==> src/rtl/avalon_s_crossbar_rr.sv <==
// Avalon-MM crossbar: NH hosts to ND address-windowed devices, per-device round-robin.
// Define AVN_XBAR_DECERR_EN to flag unmapped accesses on hosts_decerr with all-ones readdata.
module avalon_s_crossbar_rr #(
  parameter int NH = 2,
  parameter int ND = 2,
  parameter int DW = 32,
  parameter int AW = 32
) (
  input  logic                     clk,
  input  logic                     rst,
  input  logic [NH-1:0]            hosts_avn_read,
  input  logic [NH-1:0]            hosts_avn_write,
  input  logic [NH-1:0][AW-1:0]    hosts_avn_address,
  input  logic [NH-1:0][DW/8-1:0]  hosts_avn_byte_enable,
  input  logic [NH-1:0][DW-1:0]    hosts_avn_writedata,
  output logic [NH-1:0][DW-1:0]    hosts_avn_readdata,
  output logic [NH-1:0]            hosts_avn_waitrequest,
  output logic [ND-1:0]            devices_avn_read,
  output logic [ND-1:0]            devices_avn_write,
  output logic [ND-1:0][AW-1:0]    devices_avn_address,
  output logic [ND-1:0][DW/8-1:0]  devices_avn_byte_enable,
  output logic [ND-1:0][DW-1:0]    devices_avn_writedata,
  input  logic [ND-1:0][DW-1:0]    devices_avn_readdata,
  input  logic [ND-1:0]            devices_avn_waitrequest,
  input  logic [ND-1:0][AW-1:0]    devices_address_low,
  input  logic [ND-1:0][AW-1:0]    devices_address_high,
  output logic [NH-1:0]            hosts_decerr
);

  localparam int HW  = (NH > 1) ? $clog2(NH) : 1;
  localparam int DIW = (ND > 1) ? $clog2(ND) : 1;

  typedef enum logic {IDLE, BUSY} st_t;

  st_t                  state_q [ND];
  st_t                  state_d [ND];
  logic [ND-1:0][HW-1:0] grant_q, grant_d;
  logic [ND-1:0][HW-1:0] last_q, last_d;

  logic [NH-1:0]          act;
  logic [NH-1:0]          mapped;
  logic [NH-1:0][DIW-1:0] tgt;
  logic [ND-1:0][NH-1:0]  req;
  logic                   live;
  logic [NH-1:0]          rest;

  // First requester strictly after start, wrapping back to start last.
  function automatic logic [HW-1:0] rr_pick(
    input logic [NH-1:0] r,
    input logic [HW-1:0] start
  );
    logic [HW-1:0] pick;
    int idx;
    pick = start;
    for (int off = NH; off >= 1; off--) begin
      idx = (int'(start) + off) % NH;
      if (r[idx]) pick = HW'(idx);
    end
    return pick;
  endfunction

  // Descending scan so the lowest matching window wins.
  always_comb begin
    act    = '0;
    mapped = '0;
    tgt    = '0;
    req    = '0;
    for (int h = 0; h < NH; h++) begin
      act[h] = hosts_avn_read[h] | hosts_avn_write[h];
      for (int d = ND - 1; d >= 0; d--) begin
        if (act[h] &&
            hosts_avn_address[h] >= devices_address_low[d] &&
            hosts_avn_address[h] <= devices_address_high[d]) begin
          mapped[h] = 1'b1;
          tgt[h]    = DIW'(d);
        end
      end
      for (int d = 0; d < ND; d++) begin
        if (mapped[h] && tgt[h] == DIW'(d)) req[d][h] = 1'b1;
      end
    end
  end

  always_ff @(posedge clk or negedge rst) begin
    if (!rst) begin
      for (int d = 0; d < ND; d++) state_q[d] <= IDLE;
      grant_q <= '0;
      last_q  <= {ND{HW'(NH - 1)}};
    end else begin
      state_q <= state_d;
      grant_q <= grant_d;
      last_q  <= last_d;
    end
  end

  always_comb begin
    state_d = state_q;
    grant_d = grant_q;
    last_d  = last_q;
    live    = 1'b0;
    rest    = '0;
    for (int d = 0; d < ND; d++) begin
      live = req[d][grant_q[d]];
      rest = req[d];
      rest[grant_q[d]] = 1'b0;
      unique case (state_q[d])
        IDLE: begin
          if (|req[d]) begin
            grant_d[d] = rr_pick(req[d], last_q[d]);
            state_d[d] = BUSY;
          end
        end
        BUSY: begin
          if (!live) begin
            state_d[d] = IDLE;
          end else if (!devices_avn_waitrequest[d]) begin
            last_d[d] = grant_q[d];
            if (|rest) grant_d[d] = rr_pick(rest, grant_q[d]);
            else       state_d[d] = IDLE;
          end
        end
        default: state_d[d] = IDLE;
      endcase
    end
  end

  always_comb begin
    devices_avn_read        = '0;
    devices_avn_write       = '0;
    devices_avn_address     = '0;
    devices_avn_byte_enable = '0;
    devices_avn_writedata   = '0;
    for (int d = 0; d < ND; d++) begin
      if (state_q[d] == BUSY && req[d][grant_q[d]]) begin
        devices_avn_write[d] = hosts_avn_write[grant_q[d]];
        devices_avn_read[d]  = hosts_avn_read[grant_q[d]] &
                               ~hosts_avn_write[grant_q[d]];
        devices_avn_address[d]     = hosts_avn_address[grant_q[d]];
        devices_avn_byte_enable[d] = hosts_avn_byte_enable[grant_q[d]];
        devices_avn_writedata[d]   = hosts_avn_writedata[grant_q[d]];
      end
    end
  end

  always_comb begin
    hosts_avn_waitrequest = '0;
    hosts_avn_readdata    = '0;
    hosts_decerr          = '0;
    for (int h = 0; h < NH; h++) begin
      if (act[h] && !mapped[h]) begin
`ifdef AVN_XBAR_DECERR_EN
        hosts_decerr[h]       = rst;
        hosts_avn_readdata[h] = '1;
`else
        hosts_decerr[h]       = 1'b0;
`endif
      end else if (mapped[h]) begin
        if (state_q[tgt[h]] == BUSY && grant_q[tgt[h]] == HW'(h)) begin
          hosts_avn_waitrequest[h] = devices_avn_waitrequest[tgt[h]];
          hosts_avn_readdata[h]    = devices_avn_readdata[tgt[h]];
        end else begin
          hosts_avn_waitrequest[h] = 1'b1;
        end
      end
    end
  end

endmodule

==> config.mk <==
export PLATFORM = sky130hd
export DESIGN_NAME = avalon_s_crossbar_rr
export DESIGN_NICKNAME = d
export VERILOG_FILES = /design/src/rtl/avalon_s_crossbar_rr.sv
export SDC_FILE = /design/constraint.sdc
export NUM_CORES = 1
export LEC_CHECK = 0
export BUFFER_PORTS_ARGS = -buffer_cell sky130_fd_sc_hd__buf_2
export CORE_AREA = 2 2 209 211
export DETAILED_ROUTE_END_ITERATION = 8
export DIE_AREA = 0 0 211 213
export GPL_TIMING_DRIVEN = 0
export PLACE_DENSITY = 0.45
export SLEW_MARGIN = 20
export SYNTH_ARGS = -nofsm -noshare
export SYNTH_HDL_FRONTEND = slang
export SYNTH_SLANG_ARGS = --single-unit
==> constraint.sdc <==
create_clock -name clk -period 4.3 [get_ports clk]
set_input_delay 0.43 -clock clk [delete_from_list [all_inputs] [get_ports clk]]
set_output_delay 0.43 -clock clk [all_outputs]
set_load 0.05 [all_outputs]
# Yosys cells after proc, flatten, opt, wreduce, memory -nomap -nowiden
# Cells that the tools add are included.
# classes
n_div	0
n_shift	0
reduce_logical	30
n_bitwise	27
n_lt_le_gt_ge	24
multipliers	0
add_sub_neg	8
muxes	130
n_eq_ne	10
# op_table
cell	n
32-bit two-way mux	22
32-bit >= comparator	4
32-bit <= comparator	4
1-bit two-way mux	96
2-bit by 3-bit less-than comparator with 1-bit output (second input constant)	8
4-bit two-way mux	6
1-bit logical AND	20
5-bit AND reduction	2
1-bit inverter	9
1-bit adder (second input constant)	8
1-bit bitwise AND (first input constant)	8
1-bit by 2-bit less-than comparator with 1-bit output (second input constant)	4
2-bit by 1-bit != test with 1-bit output (second input constant)	4
2-bit != test (second input constant)	4
1-bit case mux with 2 select lines	4
2-bit OR reduction	4
3-bit by 1-bit != test with 1-bit output (second input constant)	2
3-bit AND reduction	2
2-bit bitwise AND	2
2-bit >= comparator (second input constant)	2
1-bit inverter with 2-bit output	2
2-bit inverter	2
1-bit bitwise AND	2
1-bit demux with 1-bit select	2
other kinds (3)	6
# totals
word_cells	235
ramBits	0
register_bits	6
latchBits	0
romBits	0
mem_count	0

# Logic depth before layout (Yosys ltp)
# Gate-level depths: netlist of run 1.
# depth
ltp_word	18
ltp_mapped	13
mapped_depth_nobuf	10

# Worst setup path after synthesis of run 1
# Ideal clock, no wire load.
# synth_timing
kind	input port to output port
start	input port hosts_avn_address[32] (netlist name)
end	output port hosts_avn_readdata[32] (netlist name)
stages	11
required_time_ns	3.870
arrival_time_ns	3.773
setup_slack_ns	0.097
n_path_buf	1
path_cell_list	inv_1 -> ha_1 -> nand2b_1 -> a2111o_1 -> a311oi_1 -> a211oi_1 -> o221a_1 -> buf_6 -> nor4_4 -> a31o_4 -> a21boi_0
# synth_lines
element	line	source
start, declared	13	input logic [NH-1:0][AW-1:0] hosts_avn_address,
end, declared	16	output logic [NH-1:0][DW-1:0] hosts_avn_readdata,

==> out/metrics.yaml, run 1 <==
outcome:
  status: "complete, no violations"
synthesis:
  synthArstFlopShare_pct: 100
  syn_inst: 1219
  synth-seq-area-share_pct: 1.69
  synthTopCellsByCount: "256 x ha_1, 132 x inv_1, 122 x nand2_1, 100 x a22o_1, 92 x nor2_1"
  synth_area_um2: 9010
  synth_top_area_share_pct: 35.5
  ys_types: 60
  synth_edf_count: 0
  ys_warn_count: 0
  post-synth-top-area-cell: "ha_1"
  synth.most_common_cell: "ha_1"
  ys_ff_latch: 6
  ys.flop_type: "dfrtp_1"
  avgSynthCellArea_um2: 7.39
  synthTopCellsByArea: "ha_1 36%, a22o_1 9.7%, mux2i_1 7.7%"
timing:
  finalSetupTns_ns: 0
  hold_slack_ns: 0.0334
  clock.fmax_ghz: 0.238
  final.min_clock_period_ns: 4.20
  finClkSkew_ns: 0.000114
  setup_ws_ns: 0.103
  worst_pin_slew_ns: 0.984
  slew_violations: 0
  period_share_pct: 97.6
  hold_viol_final: 0
  rsz0062_at_grt: "true"
  max-slew-margin-rel_pct: 34.4
  setup_viol: 0
clock_network:
  htreeDepth: 1
  postCtsHoldBufs: 0
  clockBufferDepth: 2
  clock-sinks: 6
  worstSkewPairLatency_ns: 0.23
  root_buffer: "clkbuf_16"
  cts_buffers: 3
  clkTransAtPathRegs_ns: 0.04
  cts_tree: "yes"
grt:
  gr-usage-met1_pct: 27.4
  overflow: 0
  grt_pass1_vias: 11400
  grt.busiest_layer: "met2"
  met2_usage_pct: 39.7
  grt_pass1_wl_um: 72800
  grt_use_met3_pct: 2.13
  grt_antenna_before_repair: 7
  grt_max_degree: 11
  track_usage_pct: 21.7
worst_setup_path:
  crit_type: "input pin to output pin"
  endpoint_kind: "output pin"
  crit_path_cell_trace: "buf_2, clkinvlp_4, ha_4, nand2b_1, a2111o_1, a311oi_4, a211oi_2, o221a_1, buf_6, or3_4, buf_6, a31o_4, buf_4, a21boi_1, buf_4"
  path_buf_inv: 6
  start_kind: "input pin"
  slowest_delay_ns: 0.50
  path_max_fanout: 8
  crit_slowest_cell: "a2111o_1"
  cp.required_ns: 3.87
  cpLargestDelayFamily: "compound AO/OA/AOI/OAI gates"
  crit_arrival_ns: 3.77
route:
  vias: 11500
  wl_um: 51200
  avgViaCountPerCell: 4.95
  route.detailed.drc: 0
  postRouteAntennaNets: 0
  drtIter0Drc: 566
  post_drt_wl_per_cell_um: 22.0
  drtPass1Iterations: 5
layout:
  drive_gt1_share_pct: 35.8
  layout.area.seq_um2: 153
  multi_input_area_um2: 8350
  n_fill_cell: 4723
  area_delta_synth_final_pct: 46.9
  final_nets: 2372
die:
  io_pins: 544
  die_x_um: 211
  dieArea_um2: 44900
  fp.dieH_um: 213
  num_rows: 76
  core_um2: 42700
  initial_core_util_pct: 21.1
power_and_ir_drop:
  power_density_nw_per_um2: 221
  finalPower_mw: 2.93
  ir_worst_vdd_mv: 0.0960
  p_leak_nw: 7.37
flow_run:
  cap_violations: 0
placed_design:
  dp_slack_ns: -1.21
  io_buffers: 541
  gp_congestion: 0.963
  hpwl_um: 44500
worst_hold_path:
  hold_class: "input pin to asynchronous set/reset pin"
## repair_timing
item | CTS | global route
pin swaps | 7 | 14
setup buffers | 8 | 3
setup endpoints to repair | 205 | 131
cloned | 1 | 3
gates resized for setup | 68 | 174
## layout by cell type, fill, tap and decap left out, drive strengths merged, types with 4 or more instances in the layout
cell type  synthesis  final
a2111o             4      4
a211oi            10     10
a21boi            37     37
a21o              21     21
a21oi             91     91
a221o              5      5
a221oi            11     11
a22o             100    100
and2               5      5
and4              18     18
buf               23    521
clkbuf            30     90
dfrtp              4      4
diode              0      4
ha               256    256
inv              132    131
mux2i             69     69
nand2            122    122
nand2b             6      6
nand3             28     28
nand4             36     36
nor2              92     92
nor2b             11     11
nor3              11     11
nor4               8      8
o211ai             7      7
o21a               6      6
o21ai             36     36
## worst reg2reg max path, delay by kind of cell, from the launching register on
kind / cells / cell delay [ns]
flip-flops: 1 / 0.44
AO/OA/AOI/OAI: 2 / 0.25
buffers and inverters: 2 / 1.29
## cell families after synthesis
group / synth area share, %
compound gates: 28.1
fa+ha+maj: 35.6
buf+inv: 8.33
flops: 1.69
mux: 7.79
other cells: 0.0416
simple gates: 18.4
## layer usage
metal | vias up | wire (µm)
met5 | - | 19
met4 | 2 | 906
met3 | 42 | 2440
met2 | 416 | 25800
met1 | 5394 | 22100
li1 | 5681 | -
## state kept, by name, indices dropped and copies added, names as in the netlist
register / count
state_q: 2
grant_q: 2
last_q: 2
## area by class of cell
class                           instances  share of cell area, %
Multi-Input combinational cell       1029                   63.1
Tap cell                              546                   5.16
Inverter                              132                   3.77
Timing Repair Buffer                  556                   23.7
Sequential cell                         6                   1.15
Antenna cell                            4                 0.0756
Buffer                                 52                   2.45
Clock buffer                            3                  0.567
## worst paths after layout
kind	startpoint	endpoint	slack, ns	cells past startpoint
max	hosts_avn_address[32]	hosts_avn_readdata[38]	0.10	15
min	rst	state_q[1]	0.03	1
max reg2reg	grant_q[0]	grant_q[0]	2.24	4
min reg2reg	last_q[1]	last_q[1]	0.51	2
max in group asynchronous	rst	last_q[1]	4.04	1
min in group clk	last_q[1]	last_q[1]	0.51	2
## power by group
part | switching (mW) | internal, mW | total [mW] | leakage (nW)
Combinational | 1.73 | 0.948 | 2.68 | 7.27
Sequential | 0.0213 | 0.0756 | 0.0970 | 0.0694
Clock | 0.0345 | 0.120 | 0.154 | 0.0370
Total | 1.79 | 1.14 | 2.93 | 7.37
## stage by stage
stage                     cells  area [µm²]  util, %
after floorplan            1220        9020        -
after global placement     2307       12400     29.1
after detailed placement   2307       12400     29.1
after CTS                  2318       12800     29.9
after global routing       2327       13200     31.0
final                      2328       13200     31.0
Note: power is estimated with default switching activity, not from simulation.
==> inputs of run 2 (changes only) <==
--- a/config.mk
+++ b/config.mk
@@ -11,6 +11,7 @@
 export DIE_AREA = 0 0 211 213
 export GPL_TIMING_DRIVEN = 0
 export PLACE_DENSITY = 0.45
+export RECOVER_POWER = 100
 export SLEW_MARGIN = 20
 export SYNTH_ARGS = -nofsm -noshare
 export SYNTH_HDL_FRONTEND = slang
==> run 2 against run 1 <==
  * Worst setup slack unchanged
  * Non-clock buffer count unchanged
  * Via count unchanged
  * Register-to-register slack about the same
  * Critical endpoint unchanged
  * Largest cell class unchanged
==> out/metrics.yaml, run 2 (synthesis gave the netlist of run 1 again) <==
outcome:
  status: "complete, no violations"
placed_design:
  place_inst: 2307
  placedInstanceArea_um2: 12400
  gp_congestion: 0.963
  io_buffers: 541
  hpwl_um: 44500
worst_setup_path:
  endpoint_kind: "output pin"
  crit_path_cell_trace: "buf_2, clkinvlp_4, ha_4, nand2b_1, a2111o_1, a311oi_4, a211oi_2, o221a_1, buf_6, or3_4, buf_6, a31o_4, buf_4, a21boi_1, buf_4"
  slowest_delay_ns: 0.50
  reg2regPathDepth: 4
  path_max_fanout: 8
  crit_slowest_cell: "a2111o_1"
  crit_type: "input pin to output pin"
  start_kind: "input pin"
  cp.required_ns: 3.87
  reg2reg_slack_ns: 2.24
  crit_arrival_ns: 3.77
timing:
  slew_violations: 0
  rsz0062_at_grt: "true"
  clock.fmax_ghz: 0.238
  hold_slack_ns: 0.101
  finClkSkew_ns: 0.000114
  hold_viol_final: 0
  final.min_clock_period_ns: 4.20
  setup_viol: 0
  finalSetupTns_ns: 0
  max-slew-margin-rel_pct: 34.4
  worst_pin_slew_ns: 0.984
  period_share_pct: 97.6
grt:
  grt_pass1_vias: 11400
  grt_pass1_wl_um: 72800
  overflow: 0
  grt_antenna_before_repair: 7
  track_usage_pct: 21.7
  grt_max_degree: 11
layout:
  layout_commonest_cell: "buf_2"
  area_delta_synth_final_pct: 46.9
  n_fill_cell: 4724
  top_regs: "grant_q (2), last_q (2), state_q (2)"
  design_area_um2: 13200
  most-common-layout-cells: "441 x buf_2, 255 x ha_1, 131 x inv_1, 122 x nand2_1, 99 x a22o_1"
  drive_gt1_share_pct: 35.7
  final_nets: 2372
  final_cells: 2328
clock_network:
  clock-sinks: 6
  clockBufferDepth: 2
  clkTransAtPathRegs_ns: 0.04
  cts_tree: "yes"
  htreeDepth: 1
  cts_buffers: 3
  worstSkewPairLatency_ns: 0.23
  postCtsHoldBufs: 0
  root_buffer: "clkbuf_16"
route:
  post_drt_wl_per_cell_um: 22.0
  wl_met3_um: 2440
  drtIter0Drc: 566
  drtPass1Iterations: 5
  avgViaCountPerCell: 4.95
  vias: 11500
  met2_length_um: 25800
  postRouteAntennaNets: 0
  wl_um: 51200
  route.detailed.drc: 0
  wl_met1_um: 22100
  highest_layer: "met5"
flow_run:
  cap_violations: 0
die:
  dieArea_um2: 44900
  initial_core_util_pct: 21.1
  fp.dieH_um: 213
  num_rows: 76
  core_um2: 42700
  io_pins: 544
  die_x_um: 211
worst_hold_path:
  hold_class: "input pin to asynchronous set/reset pin"
power_and_ir_drop:
  p_leak_nw: 7.37
  ir_worst_vdd_mv: 0.0960
  power_density_nw_per_um2: 221
run 2: cell types whose count changed in the layout (fill, tap and decap cells not counted):
| cell | previous run | this run |
|---|---|---|
| clkbuf_1 | 11 | 12 |
| buf_2 | 442 | 441 |
run 2: final cells by class:
cell class,instances,area [µm²],area share (%)
diodes,4,10.0,0.0756
plain buffers,52,324,2.45
clock buffers,3,75.1,0.567
inverters,132,499,3.77
multi-input cells,1029,8350,63.1
flip-flops and latches,6,153,1.15
well taps,546,683,5.16
repair buffers,556,3140,23.7
run 2: worst max-delay path: cells and delay by family:
| kind | cells | cell delay [ns] |
|---|---|---|
| compound gates | 6 | 1.69 |
| buf+inv | 6 | 0.89 |
| simple gates | 2 | 0.52 |
| fa+ha+maj | 1 | 0.22 |
run 2: path summary, 6_finish.rpt:
check                                      start                      to
min reg2reg                            last_q[1]               last_q[1]
min in group clk                       last_q[1]               last_q[1]
max reg2reg                           grant_q[0]              grant_q[0]
max                        hosts_avn_address[32]  hosts_avn_readdata[38]
min                                          rst              state_q[1]
max in group asynchronous                    rst               last_q[1]
run 2: through the flow:
stage               setup slack (ns)  util, %  power [mW]
floorplan                     0.0971        -        1.80
global placement               -1.39     29.1        2.60
detailed placement             -1.21     29.1        2.63
CTS                          0.00484     29.9        2.85
global route                 -0.0414     31.0        3.15
finish                         0.103     31.0        2.93
run 2: per-layer routing:
layer | vias up | GRT usage (%)
met3 | 42 | 2.13
met2 | 416 | 39.7
met5 | - | 0
met1 | 5394 | 27.4
li1 | 5681 | -
met4 | 2 | 4.57
run 2: what timing repair did:
item                       4_1_cts  5_1_grt
buffers inserted                 8        3
gates resized for setup         68      174
pin swaps                        7       14
setup endpoints to repair      205      131
cloned                           1        3
run 2: power breakdown:
group | switching, mW | internal (mW) | total [mW] | leakage [nW]
Sequential | 0.0213 | 0.0756 | 0.0970 | 0.0694
Clock | 0.0345 | 0.120 | 0.154 | 0.0370
Combinational | 1.73 | 0.948 | 2.68 | 7.26
==> inputs of run 3 (changes only) <==
--- a/config.mk
+++ b/config.mk
@@ -10,7 +10,7 @@
 export DETAILED_ROUTE_END_ITERATION = 8
 export DIE_AREA = 0 0 211 213
 export GPL_TIMING_DRIVEN = 0
-export PLACE_DENSITY = 0.45
+export PLACE_DENSITY = 0.54
 export RECOVER_POWER = 100
 export SLEW_MARGIN = 20
 export SYNTH_ARGS = -nofsm -noshare
==> run 3 against run 2 <==
  * Sequential power rose by 0.6%
  * Die area did not move
  * Worst setup slack got worse by 0.031 ns
  * Critical path type unchanged
  * Largest power group unchanged
==> out/metrics.yaml, run 3 (synthesis gave the netlist of run 1 again) <==
placed_design:
  dp_slack_ns: -1.10
  place_inst: 2307
  gp_congestion: 1.01
  io_buffers: 541
  placedInstanceArea_um2: 12400
  hpwl_um: 46100
worst_setup_path:
  r2r-start: "grant_q[0]"
  cp.required_ns: 3.87
  crit_arrival_ns: 3.80
  reg2regPathDepth: 4
  start_kind: "input pin"
  r2r-end: "grant_q[0]"
  path_max_fanout: 10
  endpoint_kind: "output pin"
  reg2reg_slack_ns: 2.11
  crit_type: "input pin to output pin"
worst_hold_path:
  hold_class: "input pin to asynchronous set/reset pin"
timing:
  finClkSkew_ns: 0.000204
  max-slew-margin-rel_pct: 35.5
  hold_slack_ns: 0.116
  setup_ws_ns: 0.0718
  slew_violations: 0
  setup_viol: 0
  rsz0062_at_grt: "true"
  hold_viol_final: 0
  final.min_clock_period_ns: 4.23
  clock.fmax_ghz: 0.237
  finalSetupTns_ns: 0
  period_share_pct: 98.3
  worst_pin_slew_ns: 0.967
route:
  route.detailed.drc: 0
  vias: 11700
  drtIter0Drc: 519
  wl_um: 52700
  postRouteAntennaNets: 0
  drtPass1Iterations: 5
  avgViaCountPerCell: 5.00
  post_drt_wl_per_cell_um: 22.6
power_and_ir_drop:
  finalPower_mw: 2.92
  power_density_nw_per_um2: 220
  ir_worst_vdd_mv: 0.115
  p_leak_nw: 7.38
layout:
  final_util_pct: 31.1
  n_fill_cell: 4718
  final_nets: 2371
  layout_commonest_cell: "buf_2"
  area_delta_synth_final_pct: 47.1
  final_cells: 2332
  top_regs: "grant_q (2), last_q (2), state_q (2)"
  design_area_um2: 13300
  drive_gt1_share_pct: 35.9
  most-common-layout-cells: "437 x buf_2, 256 x ha_1, 131 x inv_1, 122 x nand2_1, 96 x a22o_1"
die:
  num_rows: 76
  initial_core_util_pct: 21.1
  core_um2: 42700
  io_pins: 544
  fp.dieH_um: 213
  dieArea_um2: 44900
  die_x_um: 211
clock_network:
  clkTransAtPathRegs_ns: 0.03
  cts_buffers: 3
  worstSkewPairLatency_ns: 0.23
  clock-sinks: 6
  root_buffer: "clkbuf_16"
  cts_tree: "yes"
  clockBufferDepth: 2
  htreeDepth: 1
  postCtsHoldBufs: 0
grt:
  track_usage_pct: 22.1
  grt_antenna_before_repair: 16
  grt_pass1_wl_um: 73800
  overflow: 0
  grt_pass1_vias: 11600
  grt_max_degree: 11
outcome:
  status: "complete, no violations"
flow_run:
  cap_violations: 0
-- run 3: changes by cell type in the layout (fill, tap and decap cells not counted), moves of 4 or more --
cell	change
buf_4	+32
buf_6	-5
diode_2	+5
clkbuf_4	-24
buf_2	-4
-- run 3: metal layers --
layer  vias to the layer above  GRT usage, %  part of all wire, %
met5                         -             0                0.076
met4                         6          7.75                  3.2
met3                        64          2.19                  4.8
met2                       429          40.3                   49
met1                      5458          26.9                   42
li1                       5698             -                    -
-- run 3: area by class of cell --
type	instances	area [µm²]	share of cell area (%)
Multi-Input combinational cell	1029	8380	63.2
Timing Repair Buffer	555	3130	23.6
Tap cell	546	683	5.15
Inverter	132	499	3.76
Buffer	52	319	2.41
Sequential cell	6	153	1.15
Clock buffer	3	75.1	0.566
Antenna cell	9	22.5	0.170
-- run 3: timing repair --
| action | in CTS | in global routing |
|---|---|---|
| cloned | 0 | 1 |
| pin swaps | 7 | 6 |
| resized for setup | 114 | 118 |
| setup buffers | 8 | 5 |
| endpoints found under the setup margin | 206 | 171 |
-- run 3: how the worst max path moves through the flow --
stage / endpoint / slack [ns] / from
after floorplan: hosts_avn_readdata[32] / 0.1 / hosts_avn_address[32]
after global placement: devices_avn_address[20] / -1.38 / hosts_avn_address[32]
after detailed placement: hosts_avn_readdata[63] / -1.10 / hosts_avn_address[32]
after CTS: devices_avn_address[52] / -0.02 / hosts_avn_address[19]
after global routing: hosts_avn_readdata[60] / -0.04 / hosts_avn_address[32]
final: hosts_avn_readdata[47] / 0.07 / hosts_avn_address[57]
-- run 3: report_power, final --
group / leakage, nW / internal (mW) / switching (mW)
combinational: 7.27 / 0.935 / 1.73
sequential: 0.0694 / 0.0757 / 0.0219
clock: 0.0370 / 0.119 / 0.0314
total: 7.38 / 1.13 / 1.78
-- run 3: worst max-delay path, cell delays in order --
cell and delay, ns:
buf_2 0.17, ha_1 0.33, a21o_1 0.16, a221o_1 0.35
a221oi_4 0.41, o21ai_2 0.13, o221a_1 0.33, buf_6 0.17
or3_1 0.37, buf_4 0.17, a31o_4 0.26, buf_6 0.14
a21boi_1 0.12, clkbuf_4 0.23
